`config.mk`:
```
export PLATFORM = sky130hd
export DESIGN_NAME = rx_word_packer
export DESIGN_NICKNAME = d
export VERILOG_FILES = /design/src/rtl/req_ack_pkg.sv /design/src/rtl/rx_word_packer.sv
export SDC_FILE = /design/constraint.sdc
export NUM_CORES = 1
export LEC_CHECK = 0
export BUFFER_PORTS_ARGS = -buffer_cell sky130_fd_sc_hd__clkbuf_2
export CAP_MARGIN = 40
export CORE_MARGIN = 2
export CORE_UTILIZATION = 50
export CTS_BUF_LIST = sky130_fd_sc_hd__clkbuf_2 sky130_fd_sc_hd__clkbuf_4 sky130_fd_sc_hd__clkbuf_8
export DETAILED_ROUTE_END_ITERATION = 10
export GPL_ROUTABILITY_DRIVEN = 1
export PLACE_DENSITY = 0.83
export SLEW_MARGIN = 20
export SYNTH_ARGS = -nofsm -noshare
export SYNTH_HDL_FRONTEND = slang
export SYNTH_SLANG_ARGS = --single-unit
export TNS_END_PERCENT = 5
```
`constraint.sdc`:
```
create_clock -name clk_rx -period 4.2 [get_ports clk_rx]
set_input_delay 0.84 -clock clk_rx [delete_from_list [all_inputs] [get_ports clk_rx]]
set_output_delay 0.84 -clock clk_rx [all_outputs]
set_load 0.1 [all_outputs]
```
`src/rtl/req_ack_pkg.sv`:
```
// req_ack_pkg: shared defaults and width helper for the receive word packer
package req_ack_pkg;
  localparam int DW_DEF = 16;
  localparam int PACK_DEF = 4;
  function automatic int cnt_w(input int pack);
    return $clog2(pack + 1);
  endfunction
endpackage

```
`src/rtl/rx_word_packer.sv`:
```
// rx_word_packer: packs PACK received words into one output beat, with flush of partial beats
module rx_word_packer
  import req_ack_pkg::*;
#(
  parameter int DW = DW_DEF,
  parameter int PACK = PACK_DEF
) (
  input  logic                     clk_rx,
  input  logic                     rst_b,
  input  logic                     s_val,
  output logic                     s_rdy,
  input  logic [DW-1:0]            s_din,
  input  logic                     flush,
  output logic                     m_val,
  input  logic                     m_rdy,
  output logic [PACK*DW-1:0]       m_dout,
  output logic [cnt_w(PACK)-1:0]   m_cnt
);
  localparam int IW = $clog2(PACK);
  localparam int CW = cnt_w(PACK);
  localparam int BW = PACK * DW;
  logic [IW-1:0] idx_q, idx_d;
  logic [BW-1:0] acc_q, acc_d, dout_q, dout_d, merged;
  logic [CW-1:0] cnt_q, cnt_d;
  logic          m_val_q, m_val_d, flush_pend_q, flush_pend_d;
  logic          out_free, last, accept, pend, emit;
  assign out_free = !m_val_q || m_rdy;
  assign last     = idx_q == IW'(PACK - 1);
  assign s_rdy    = !last || out_free;
  assign accept   = s_val && s_rdy;
  // a flush pulse acts on the same edge, so it is absorbed by any emission it coincides with
  assign pend     = flush_pend_q || flush;
  assign emit     = (accept && last) || (pend && out_free && (idx_q != '0 || accept));
  assign m_val    = m_val_q;
  assign m_dout   = dout_q;
  assign m_cnt    = cnt_q;
  // accumulator with the accepted word merged into its lane
  always_comb begin
    merged = acc_q;
    for (int k = 0; k < PACK; k++)
      if (accept && idx_q == IW'(k)) merged[k*DW +: DW] = s_din;
  end
  // next-state: lane index, accumulator, pending flush and output register
  always_comb begin
    idx_d        = emit ? '0 : accept ? idx_q + 1'b1 : idx_q;
    acc_d        = emit ? '0 : merged;
    flush_pend_d = (emit || (pend && out_free && idx_q == '0 && !accept)) ? 1'b0 : pend;
    m_val_d      = emit || (m_val_q && !m_rdy);
    dout_d       = emit ? merged : dout_q;
    cnt_d        = emit ? CW'(idx_q) + CW'(accept) : cnt_q;
  end
  // state registers, asynchronously cleared
  always_ff @(posedge clk_rx or negedge rst_b) begin
    if (!rst_b) begin
      idx_q        <= '0;
      acc_q        <= '0;
      flush_pend_q <= 1'b0;
      m_val_q      <= 1'b0;
      dout_q       <= '0;
      cnt_q        <= '0;
    end else begin
      idx_q        <= idx_d;
      acc_q        <= acc_d;
      flush_pend_q <= flush_pend_d;
      m_val_q      <= m_val_d;
      dout_q       <= dout_d;
      cnt_q        <= cnt_d;
    end
  end
endmodule

```
==> flow_summary.yaml <==
worst_setup_path:
  crit_slowest_cell: "clkbuf_2"
  max_stage_delay_ps: 470
  crit_required_ps: 3360
  crit_family: "buffers and inverters"
  critPathArrivalTime_ps: 2210
  cp_max_fo: 50
  cp-start-kind: "register"
  path_cells: "ha_1, and3b_1, buf_4, inv_2, clkbuf_2"
  end_kind: "primary output"
  worst-path-buf-inv: 3
  critPathKind: "register to primary output"
routing:
  drt_iter0_drc: 529
  drtAntennaViolNets: 0
  drt_first_pass_iters: 5
  wirelength_mm: 15.81
  drc: 0
  viasPerCell: 6.587
  vias: 5019
  route.detailed.wl_per_inst_um: 20.75
die:
  die_h_um: 112.5
  die_area_um2: 12660
  core_area_um2: 11470
  rows: 39
  io-pin-count: 90
  die_w_um: 112.5
  start_util_pct: 51.34
logic_synthesis:
  synth-compound-area-share_pct: 24.87
  muxShareOfSynthArea_pct: 0.5739
  synth_area_leader_cell: "dfrtp_1"
  synthSimpleGateAreaFrac_pct: 9.522
  yosysTopAreaCellShare_pct: 57.39
  ys_top_cells_by_area: "dfrtp_1, a31oi_1, o21ai_0, nand4_1, a21oi_1"
  synthCells: 556
  netlist_area_um2: 5887
  synth_top_family_by_area: "compound AO/OA/AOI/OAI gates"
  synth.distinct_cells: 28
  synth_xor_area_share_pct: 0
  ys_ff_latch: 135
  seq_area_frac_synth_pct: 57.39
  syn_nets: 583
  synthAdderAreaFrac_pct: 1.275
  ys.warnings.count: 0
  synth.avg_cell_area_um2: 10.59
cells_and_area:
  fillerInstances: 933
  seqCellArea_um2: 3378
  fin_area_um2: 6721
  final_common_cell: "dfrtp_1"
  synthToLayoutAreaGrowth_pct: 14.18
  nets: 634
  final_layout_size_suffix_gt1_share_pct: 23.91
  antenna_cells: 0
  layout_common_cells: "dfrtp_1, a31oi_1, clkbuf_2"
  final_cells: 762
  multi_input_area_um2: 2145
  post-route-util_pct: 58.61
sta:
  hold_viol_final: 0
  fin_crit_ps: 3047
  setup_viol: 0
  fin_skew_ps: 12.69
  tightest_slew_ps: 781.3
  finalMaxSlewViolations: 0
  fmax_mhz: 328.2
  slew_headroom_pct: 47.91
  fin_crit_sh_pct: 72.54
  rsz0062_at_grt: "no"
  tns_ps: 0
clocking:
  numCtsBuffers: 17
  clk_latency_ps: 460
  cts_tree: "done"
  cts_hold_buffers: 0
  cts_htree_levels: 4
  path_clk_slew_ps: 80
  clockBufferDepth: 2
  cts_setup_buffers: 0
  cts_resized: 0
  clkSinkCount: 135
  cts_root_buf: "clkbuf_8"
global_route:
  grt_pass1_wl_mm: 25.12
  grt_max_degree: 79
  grt_pass1_vias: 4796
  grt_use_total_pct: 25.44
  antenna_found_initial: 0
  grt-ovfl-total: 0
placed_design:
  dp_hpwl_mm: 9.779
  dpl.cell_count: 731
  finalWeightedCongestion: 0.8584
  portBuffers: 89
  placed_area_um2: 6269
status:
  status: "completed"
flow_run:
  maxCapViolCount: 0
hold_path:
  hold_class: "input pin to async pin"
[registers in the layout, indices dropped and copies added (netlist names)]
name and cells:
m_val 1, flush_pend_q 1, m_cnt 3, acc_q 64
m_dout 64, idx_q 2
[area by class of cell]
type / instances / share of cell area [%]
sequential: 135 / 50.26
clock buffer: 23 / 4.617
timing repair buffer: 99 / 8.153
multi-input combinational: 349 / 31.91
tap: 143 / 2.662
clock inverter: 8 / 2.122
inverter: 5 / 0.2792
[cell families after synthesis]
group | count (synthesis)
compound gates | 245
flops | 135
simple gates | 95
buf+inv | 72
fa+ha+maj | 6
mux | 3
[synthesized netlist by cell type (all sizes together)]
cell type / instances
nand3: 16
a22o: 1
a211o: 1
dfrtp: 135
a21oi: 49
inv: 5
o21ai: 64
and3: 1
mux2: 3
nor2: 2
nor2b: 17
or2: 1
nand3b: 1
a31oi: 128
clkbuf: 35
nand2: 5
nand2b: 2
nand4: 48
and2: 1
ha: 6
a32o: 1
buf: 32
and3b: 1
a211oi: 1
[per-stage QoR]
step	hold WS, ps	worst slack, ps
after detailed placement	480.9	1267
final	444.1	1153
after global routing	503.9	1049
after global placement	476.8	1312
after CTS	460.2	1152
after floorplan	457.4	1529
[layer usage]
metal  vias to the layer above  track usage, %  routed length (um)  part of all wire (%)
li1                       2228               -                   -                     -
met1                      2471           34.51                6279                    40
met2                       264           37.47                7385                    47
met3                        56           7.343                1482                   9.4
met4                         0           13.01                 665                   4.2
met5                         -           1.176                   0                     0
[worst paths after layout]
kind	startpoint	slack (ps)	cells after the start	to
max	idx_q[0]	1150	5	s_rdy
min reg2reg	acc_q[56]	500	1	acc_q[56]
min in group clk_rx	acc_q[56]	500	1	acc_q[56]
max reg2reg	idx_q[0]	1540	10	m_cnt[1]
max in group asynchronous	rst_b	2900	2	m_dout[6]
min	rst_b	440	1	acc_q[46]
Power is left out: the tool's default activity adds up to more than one toggle a clock period on the data nets, which glitch-free logic cannot reach.
